$ cat config.mk
export PLATFORM = sky130hd
export DESIGN_NAME = proximity_alarm
export DESIGN_NICKNAME = d
export VERILOG_FILES = /design/src/rtl/proximity_alarm.sv
export SDC_FILE = /design/constraint.sdc
export NUM_CORES = 1
export LEC_CHECK = 0
export BUFFER_PORTS_ARGS = -buffer_cell sky130_fd_sc_hd__buf_2
export CELL_PAD_IN_SITES_DETAIL_PLACEMENT = 1
export CELL_PAD_IN_SITES_GLOBAL_PLACEMENT = 1
export CORE_ASPECT_RATIO = 2
export CORE_UTILIZATION = 49
export CTS_BUF_LIST = sky130_fd_sc_hd__clkbuf_16
export CTS_CLUSTER_SIZE = 10
export DETAILED_ROUTE_END_ITERATION = 6
export GPL_TIMING_DRIVEN = 0
export HOLD_SLACK_MARGIN = 0.03
export PLACE_DENSITY = 0.79
export RECOVER_POWER = 25
export REMOVE_ABC_BUFFERS = 1
export SETUP_SLACK_MARGIN = 0.3
export SLEW_MARGIN = 20
export SYNTH_ARGS = -nofsm -noshare
export SYNTH_HDL_FRONTEND = slang
export SYNTH_SLANG_ARGS = --single-unit
$ cat constraint.sdc
create_clock -name CLOCK_50 -period 5.2 [get_ports CLOCK_50]
set_clock_uncertainty 0.15 [all_clocks]
set_input_delay 1.04 -clock CLOCK_50 [delete_from_list [all_inputs] [get_ports CLOCK_50]]
set_output_delay 1.04 -clock CLOCK_50 [all_outputs]
set_load 0.005 [all_outputs]
$ cat src/rtl/proximity_alarm.sv
// rtl/proximity_alarm.sv - moving-average distance filter with hysteretic near flag, beeping buzzer and stale detect
module proximity_alarm #(
  parameter int AVG_LOG2         = 2,
  parameter int NEAR_CM          = 20,
  parameter int FAR_CM           = 30,
  parameter int BEEP_ON_CYCLES   = 2_500_000,
  parameter int BEEP_UNIT_CYCLES = 250_000,
  parameter int STALE_CYCLES     = 50_000_000
) (
  input  logic       CLOCK_50,
  input  logic       reset,
  input  logic       sample_valid,
  input  logic [7:0] distance,
  output logic [7:0] avg_distance,
  output logic       avg_valid,
  output logic       near,
  output logic       buzzer,
  output logic       stale
);

  localparam int                WIN       = 1 << AVG_LOG2;
  localparam int                SW        = 8 + AVG_LOG2;
  localparam logic [AVG_LOG2:0] FILL_FULL = (AVG_LOG2 + 1)'(WIN);
  localparam logic [25:0]       ON_LAST   = 26'(BEEP_ON_CYCLES - 1);
  localparam logic [25:0]       UNIT      = 26'(BEEP_UNIT_CYCLES);
  localparam logic [25:0]       STALE_HIT = 26'(STALE_CYCLES - 1);
  localparam logic [25:0]       STALE_MAX = 26'(STALE_CYCLES);

  typedef enum logic [1:0] {S_IDLE, S_ON, S_OFF} state_t;

  logic [7:0]        win [WIN];
  logic [SW-1:0]     sum;
  logic [SW-1:0]     sum_next;
  logic [AVG_LOG2:0] fill;
  logic [AVG_LOG2:0] fill_next;
  logic [25:0]       stale_cnt;
  logic              accept;
  logic              timeout;

  state_t      state, state_next;
  logic [25:0] timer, timer_next;
  logic [25:0] gap, gap_next;
  logic [25:0] gap_calc;

  // 8'hFF is the sensor's no-echo code and never counts as a measurement;
  // an accepted sample in the timeout cycle pre-empts the timeout.
  assign accept    = sample_valid && (distance != 8'hFF);
  assign timeout   = !accept && (stale_cnt == STALE_HIT);
  assign sum_next  = sum + SW'(distance) - SW'(win[WIN-1]);
  assign fill_next = (fill == FILL_FULL) ? fill : fill + 1'b1;
  assign gap_calc  = 26'(avg_distance) * UNIT;

  // Sample window, running sum and averaged output; timeout empties the window.
  always_ff @(posedge CLOCK_50) begin
    if (reset) begin
      for (int i = 0; i < WIN; i++) win[i] <= '0;
      sum          <= '0;
      fill         <= '0;
      avg_distance <= '0;
      avg_valid    <= 1'b0;
    end else if (timeout) begin
      for (int i = 0; i < WIN; i++) win[i] <= '0;
      sum       <= '0;
      fill      <= '0;
      avg_valid <= 1'b0;
    end else if (accept) begin
      for (int i = WIN - 1; i > 0; i--) win[i] <= win[i-1];
      win[0] <= distance;
      sum    <= sum_next;
      fill   <= fill_next;
      if (fill_next == FILL_FULL) begin
        avg_distance <= 8'(sum_next >> AVG_LOG2);
        avg_valid    <= 1'b1;
      end else begin
        avg_valid <= 1'b0;
      end
    end else begin
      avg_valid <= 1'b0;
    end
  end

  // Hysteretic proximity decision, re-evaluated on each fresh average.
  always_ff @(posedge CLOCK_50) begin
    if (reset || timeout) begin
      near <= 1'b0;
    end else if (avg_valid) begin
      if (int'(avg_distance) <= NEAR_CM)     near <= 1'b1;
      else if (int'(avg_distance) >= FAR_CM) near <= 1'b0;
    end
  end

  // Silence counter; it parks one past the threshold so stale fires once and holds.
  always_ff @(posedge CLOCK_50) begin
    if (reset) begin
      stale_cnt <= '0;
      stale     <= 1'b0;
    end else if (accept) begin
      stale_cnt <= '0;
      stale     <= 1'b0;
    end else begin
      if (stale_cnt != STALE_MAX) stale_cnt <= stale_cnt + 26'd1;
      if (timeout) stale <= 1'b1;
    end
  end

  // Buzzer FSM state, phase timer and latched gap length.
  always_ff @(posedge CLOCK_50) begin
    if (reset) begin
      state <= S_IDLE;
      timer <= '0;
      gap   <= '0;
    end else begin
      state <= state_next;
      timer <= timer_next;
      gap   <= gap_next;
    end
  end

  // Beep sequencing: fixed on-time, gap scaled by distance, zero gap means continuous tone.
  always_comb begin
    state_next = state;
    timer_next = timer + 26'd1;
    gap_next   = gap;
    buzzer     = 1'b0;
    case (state)
      S_IDLE: begin
        timer_next = '0;
        if (near) state_next = S_ON;
      end
      S_ON: begin
        buzzer = 1'b1;
        if (timer == ON_LAST) begin
          timer_next = '0;
          if (gap_calc != 26'd0) begin
            state_next = S_OFF;
            gap_next   = gap_calc;
          end
        end
      end
      S_OFF: begin
        if (timer == gap - 26'd1) begin
          timer_next = '0;
          state_next = S_ON;
        end
      end
      default: state_next = S_IDLE;
    endcase
    if (!near || timeout) begin
      state_next = S_IDLE;
      timer_next = '0;
    end
  end

endmodule

# Word level (Yosys, flattened, before mapping)
# Memories as Yosys holds them, arrays and structs flattened.
# Index checks and enable logic that the tools add are counted.
dict set report word_totals {
  word_cells 90
  register_bits 100
  out_inout_bits 12
  memories 1
  ram_bits 32
  in_bits 11
}
# memory depth word_bits rd rd_clocked_by_memory_dff wr line_no
set memory_table {}
lappend memory_table {win 4 8 4 0 4 31} ;# logic [7:0] win [WIN];
dict set report classes {
  add_sub_neg 6
  mul 1
  eq_ne 13
  n_mux 30
  n_lt_le_gt_ge 2
  reduce_logical 17
  bitwise_logic 10
}
# operator n
set ops {}
lappend ops {{$pmux 26 s3} 1}
lappend ops {{$mux 8} 8}
lappend ops {{$add 26x1->26 const B} 2}
lappend ops {{$mux 26} 2}
lappend ops {{$eq 26x22->1 const B} 1}
lappend ops {{$eq 26x26->1} 1}
lappend ops {{$eq 26x26->1 const B} 1}
lappend ops {{$ne 26x26->1 const B} 1}
lappend ops {{$reduce_bool 26->1} 1}
lappend ops {{$sub 26x1->26 const B} 1}
lappend ops {{$mul 8x14->22 const B} 1}
lappend ops {{$mux 1} 13}
lappend ops {{$add 10x8->10} 1}
lappend ops {{$sub 10x8->10} 1}
lappend ops {{$ge 8x5->1 const B} 1}
lappend ops {{$le 8x5->1 const B} 1}
lappend ops {{$mux 2} 4}
lappend ops {{$ne 2x2->1 const B} 4}
lappend ops {{$ne 8x8->1 const B} 1}
lappend ops {{$or 1x1->1} 8}
lappend ops {{$eq 3x3->1 const B} 2}
lappend ops {{$pmux 2 s3} 1}
lappend ops {{$reduce_and 3->1} 2}
lappend ops {{$reduce_or 2->1} 3}
lappend ops {{other kinds (13)} 17}

# Longest topological paths before layout
dict set report depth {
  ltp_word 9
  mapped_depth 19
  ltp_nobuf 17
}

# Least setup slack after synthesis
# Ideal clock, no wire load.
dict set report synth_path {
  path_type {flip-flop to flip-flop}
  startpoint {register avg_distance[4]}
  endpoint {register gap[22]}
  path_buffers 1
  stages_incl_launch_ff 17
  arrival_ns 4.564
  period_less_slack_ns 4.805
  path_slack_ns 0.395
  required_time_ns 4.959
  setup_ns 0.091
  cell_sequence {dfxtp_1 -> fa_1 -> ha_1 -> fa_1 -> inv_1 -> fa_1 -> inv_1 -> ha_1 -> a2111o_1 -> o21bai_1 -> o211ai_1 -> mux2i_1 -> a2111oi_2 -> and3_1 -> buf_2 -> nand3_2 -> a311oi_1}
}
dict set report synth_between {
  elab_chain_cells 3
}
# item line_no
set synth_rtl {}
lappend synth_rtl {{from (decl)} 14} ;# output logic [7:0] avg_distance,
lappend synth_rtl {{from (signal assigned)} 72} ;# avg_distance <= 8'(sum_next >> AVG_LOG2);
lappend synth_rtl {{$mul 8x14->22 *} 51} ;# assign gap_calc = 26'(avg_distance) * UNIT;
lappend synth_rtl {{$reduce_bool 26->1} 134} ;# if (gap_calc != 26'd0) begin
lappend synth_rtl {{$reduce_and 3->1 (no source line)} -}
lappend synth_rtl {{to (signal assigned)} 115} ;# gap <= gap_next;
lappend synth_rtl {{to (decl)} 42} ;# logic [25:0] gap, gap_next;
# Every way passes the cells marked *; elsewhere a longest branch is shown, timed or not.
# A chain may end at the register's enable or synchronous reset.

# Worst setup path in the final report
dict set report layout_path {
  startpoint {register avg_distance[4]}
  endpoint {register gap[23]}
}
# Same word-level chain as after synthesis.

==> metrics list <==
- Run status: completed
- Setup violations, final: 0
- After clock tree synthesis, the clock-pin slew on the worst setup and hold paths is around 0.060 ns.
- Highest clock frequency the design can meet: 202 MHz
* Fraction of synthesized area in multiplexers: about 2.3%
- Type of the worst setup path: flip-flop to flip-flop
- The count of nets left with antenna violations once routing finished came out at 0.
- Vias in the first global route: 8279
* Starting density of the core: about half
- The clock net in this run drives a total of about 130 sinks.
* Wire length of the first global-routing pass: a little over 40 mm
- Summed over its instances, the top area cell type makes up around 24% of the synthesized netlist area.
* Post-detailed-placement half-perimeter wirelength: approximately 18 mm
* Data required time at the worst endpoint: around 5.4 ns
* Number of flops mapped to enable cells by yosys: 24
- After the flow finishes, the layout carries non-filler instances totaling about 1.3k.
* Area of the core: approximately 18000 um^2
* Combinational family with the most area after synthesis: simple AND/OR/NAND/NOR gates
- The analysis attributes to cell leakage a power of 4.43 nW.
- Row cnt: around 70
- The number of antenna violations at the first check in global routing came to 0.
* Die Wd: around 100 um
- Largest buffer count on any clock path: 2
* Dominant cell by count in the synthesized netlist: sky130_fd_sc_hd__nor2_1
- The die is 192 um tall.
- In this run, placement finished with an instance count of 1202.
* Post-layout util: between 50 and 60%
* Maximum number of pins on one net before global-route repair: between 40 and 50
- Clock root cell: sky130_fd_sc_hd__clkbuf_16
- Routed vias/inst: ~6.0
* Slew @ Worst Pin: between 1 and 1.5 ns
- Fraction of synthesized cell area in xor and xnor cells: between 8 and 9%
- Number of vias after detailed routing: approximately 7.6k
- The final number of hold-violating endpoints is 0.
- The Yosys step of the flow raised 0 warnings.
- After synthesis, the mean cell area works out to 8.90 um^2.
- Among all stages on the critical path, the largest delay is contributed by sky130_fd_sc_hd__o31ai_1.
- Counting the buffers created by CTS gives 17.
- TritonCTS built the clock tree.
- The final number of max-transition violations was 0.
- In this run the worst path has a maximum fanout of 6.
* Die area: 18700 um^2
- Synthesized cell area: a little under 9000 um^2
- Library cell occupying the most area in the post-synthesis netlist: sky130_fd_sc_hd__dfxtp_1
- The synthesized netlist devotes ~23% of its cell area to simple gates.
- After synthesis, flip-flops and latches occupy between 30% and 40% of the total area.
- Relative to the synthesized area, the layout overhead comes to 14.3%.
- The worst path uses approximately 95% of the clock period.
- Worst min path class: flip-flop to flip-flop
* Count of buffers inserted at the top-level ports: 22
* Worst Setup Start Kind: flip-flop
- Iteration count of the initial detailed-routing pass: 4
- CP Cell Sequence: fa_2 -> ha_4 -> fa_1 -> inv_1 -> fa_1 -> inv_1 -> ha_2 -> o31ai_1 -> or4_1 -> nand3_2 -> nor4_4 -> buf_4 -> nand3_4 -> a311oi_2
- Summed over all layers, the global routing overflow is 0.
- Post-synth top cells: sky130_fd_sc_hd__nor2_1, sky130_fd_sc_hd__dfxtp_1, sky130_fd_sc_hd__inv_1
* Arrival time at the worst endpoint: 5.14 ns
- After detailed routing, the average wire length per cell comes to roughly 21 um.
* Critical path endpoint category: flip-flop
* Max Cap Violations: 0
- 23 I/O pins were placed.
- Total of hold buffers inserted after clock tree synthesis: 0
* Detailed-route DRC error count: 0
- Global placer's final weighted congestion: approximately 0.91
- Cells taking the most area after synthesis: sky130_fd_sc_hd__dfxtp_1, sky130_fd_sc_hd__ha_1, sky130_fd_sc_hd__edfxtp_1
- Clock latency of the later-clocked register in the worst-skew pair: ~0.44 ns
* Number of distinct library cells after synthesis: 73
- Flip-flop cell with the highest count after synthesis: sky130_fd_sc_hd__dfxtp_1
* H-tree depth: 4
- 0 antenna diodes ended up in the layout.
- The worst pin sits at a relative slew slack of roughly 2.6%.
- In this run the power density over the cells is around 290 nW/um^2.
- Summing the areas of all compound-gate instances in the mapped netlist gives 11.0% of the synthesized area.
- Setup repair after global routing could not meet its margin everywhere.
- Number of nets in the layout: roughly 1.2k
* Synth async-reset ratio: 0%
- Gr usage total: ~28%
- Fraction of final layout cells with drive strength greater than 1: a little under an eighth
- In this design, the stage delay of the slowest critical-path cell is 0.57 ns.
- The routed design has 26.2 mm of wire.
- Across the VDD grid, the largest voltage drop is roughly 0.21 mV.
- Post-synthesis sequential element count: 132
* Mapped Cells: about 1000
* Count of routing violations after the opening detailed-route iteration: ~180
* Adder and majority cell fraction of the synthesized area: between 10% and 20%
- The clock period could shrink to approximately 5.0 ns.
## metrics by stage
stage	total power [W]	setup slack [ns]	hold WS [ns]	instance area (um^2)	setup TNS, ns
6_report	0.00291	0.239	0.323	10100	0
3_3_place_gp	0.00167	-2.06	0.299	9070	-56.66
3_5_place_dp	0.00171	-0.767	0.320	9130	-12.82
5_1_grt	0.00304	0.0667	0.358	10100	0
2_1_floorplan	0.00154	-0.297	0.280	8690	-4.14
4_1_cts	0.00291	0.315	0.335	9980	0
## per-layer routing
metal | track usage (%) | vias up | wire, um
li1 | - | 3571 | -
met1 | 23.0 | 3789 | 8510
met2 | 58.6 | 158 | 15000
met3 | 3.91 | 118 | 547
met4 | 23.0 | 0 | 2120
met5 | 0 | - | 0
## critical path, delay by kind of cell, from the launching register on
family	cells	cell delay, ns
fa+ha+maj	5	2.14
simple gates	4	0.87
compound gates	2	0.87
flops	1	0.50
buf+inv	3	0.31
## state kept, by name, summed over array words and instances (netlist names)
register	count
sum	10
timer	26
win	32
avg_valid	1
gap	22
near	1
stale_cnt	26
state	2
stale	1
fill	3
avg_distance	8
## report_power, final
part / internal [W] / switching [W] / total, W
Combinational: 0.000251 / 0.000380 / 0.000630
Sequential: 0.00109 / 0.0000267 / 0.00112
Clock: 0.000658 / 0.000506 / 0.00116
## area by class of cell
class                      instances  area [um^2]
inverter                          95          360
clock inverter                    15          130
fill                            2074         7640
timing repair buffer              61          424
clock buffer                      17          425
tap                              213          267
multi-input combinational        737         5640
sequential                       132         2890
## final timing paths
path                         from  endpoint  slack, ns  depth (start not counted)
setup / recovery  avg_distance[4]   gap[23]       0.24                         14
hold / removal              stale     stale       0.32                          2
setup reg to reg  avg_distance[4]   gap[23]       0.24                         14
hold reg to reg             stale     stale       0.32                          2
## cells in the final DEF (no fill, tap or decap), types with 5 or more instances in the layout
master / n
sky130_fd_sc_hd__nor3_1: 29
sky130_fd_sc_hd__a21oi_1: 26
sky130_fd_sc_hd__nand4_1: 16
sky130_fd_sc_hd__a21o_1: 5
sky130_fd_sc_hd__buf_4: 32
sky130_fd_sc_hd__and3_1: 22
sky130_fd_sc_hd__o21ai_0: 31
sky130_fd_sc_hd__fa_1: 24
sky130_fd_sc_hd__buf_2: 20
sky130_fd_sc_hd__nand2_1: 51
sky130_fd_sc_hd__dfxtp_1: 105
sky130_fd_sc_hd__inv_1: 92
sky130_fd_sc_hd__nand3_1: 35
sky130_fd_sc_hd__or3_1: 6
sky130_fd_sc_hd__o211ai_1: 8
sky130_fd_sc_hd__nand2b_1: 6
sky130_fd_sc_hd__a31oi_1: 5
sky130_fd_sc_hd__and4_1: 19
sky130_fd_sc_hd__and2_0: 9
sky130_fd_sc_hd__o31ai_1: 6
sky130_fd_sc_hd__clkinvlp_4: 5
sky130_fd_sc_hd__and2_1: 16
sky130_fd_sc_hd__nor3b_1: 5
sky130_fd_sc_hd__clkbuf_16: 17
sky130_fd_sc_hd__xor2_1: 48
sky130_fd_sc_hd__nor4_1: 11
sky130_fd_sc_hd__a211o_1: 15
sky130_fd_sc_hd__ha_1: 72
sky130_fd_sc_hd__xnor2_1: 39
sky130_fd_sc_hd__nor2_1: 110
sky130_fd_sc_hd__mux2i_1: 18
sky130_fd_sc_hd__nor2b_1: 18
sky130_fd_sc_hd__edfxtp_1: 24
## logic make-up after synthesis
| logic type | Yosys count |
|---|---|
| compound gates | 143 |
| xor+xnor | 90 |
| fa+ha+maj | 102 |
| buf+inv | 131 |
| flops | 132 |
| mux | 20 |
| simple gates | 380 |
## repair_timing
action,4_1_cts,5_1_grt
setup buffers,21,13
pin swaps,10,14
gates resized for setup,31,25
endpoints found under the setup margin,24,48
gates cloned,1,1
Power figures use the tool's default switching activity.
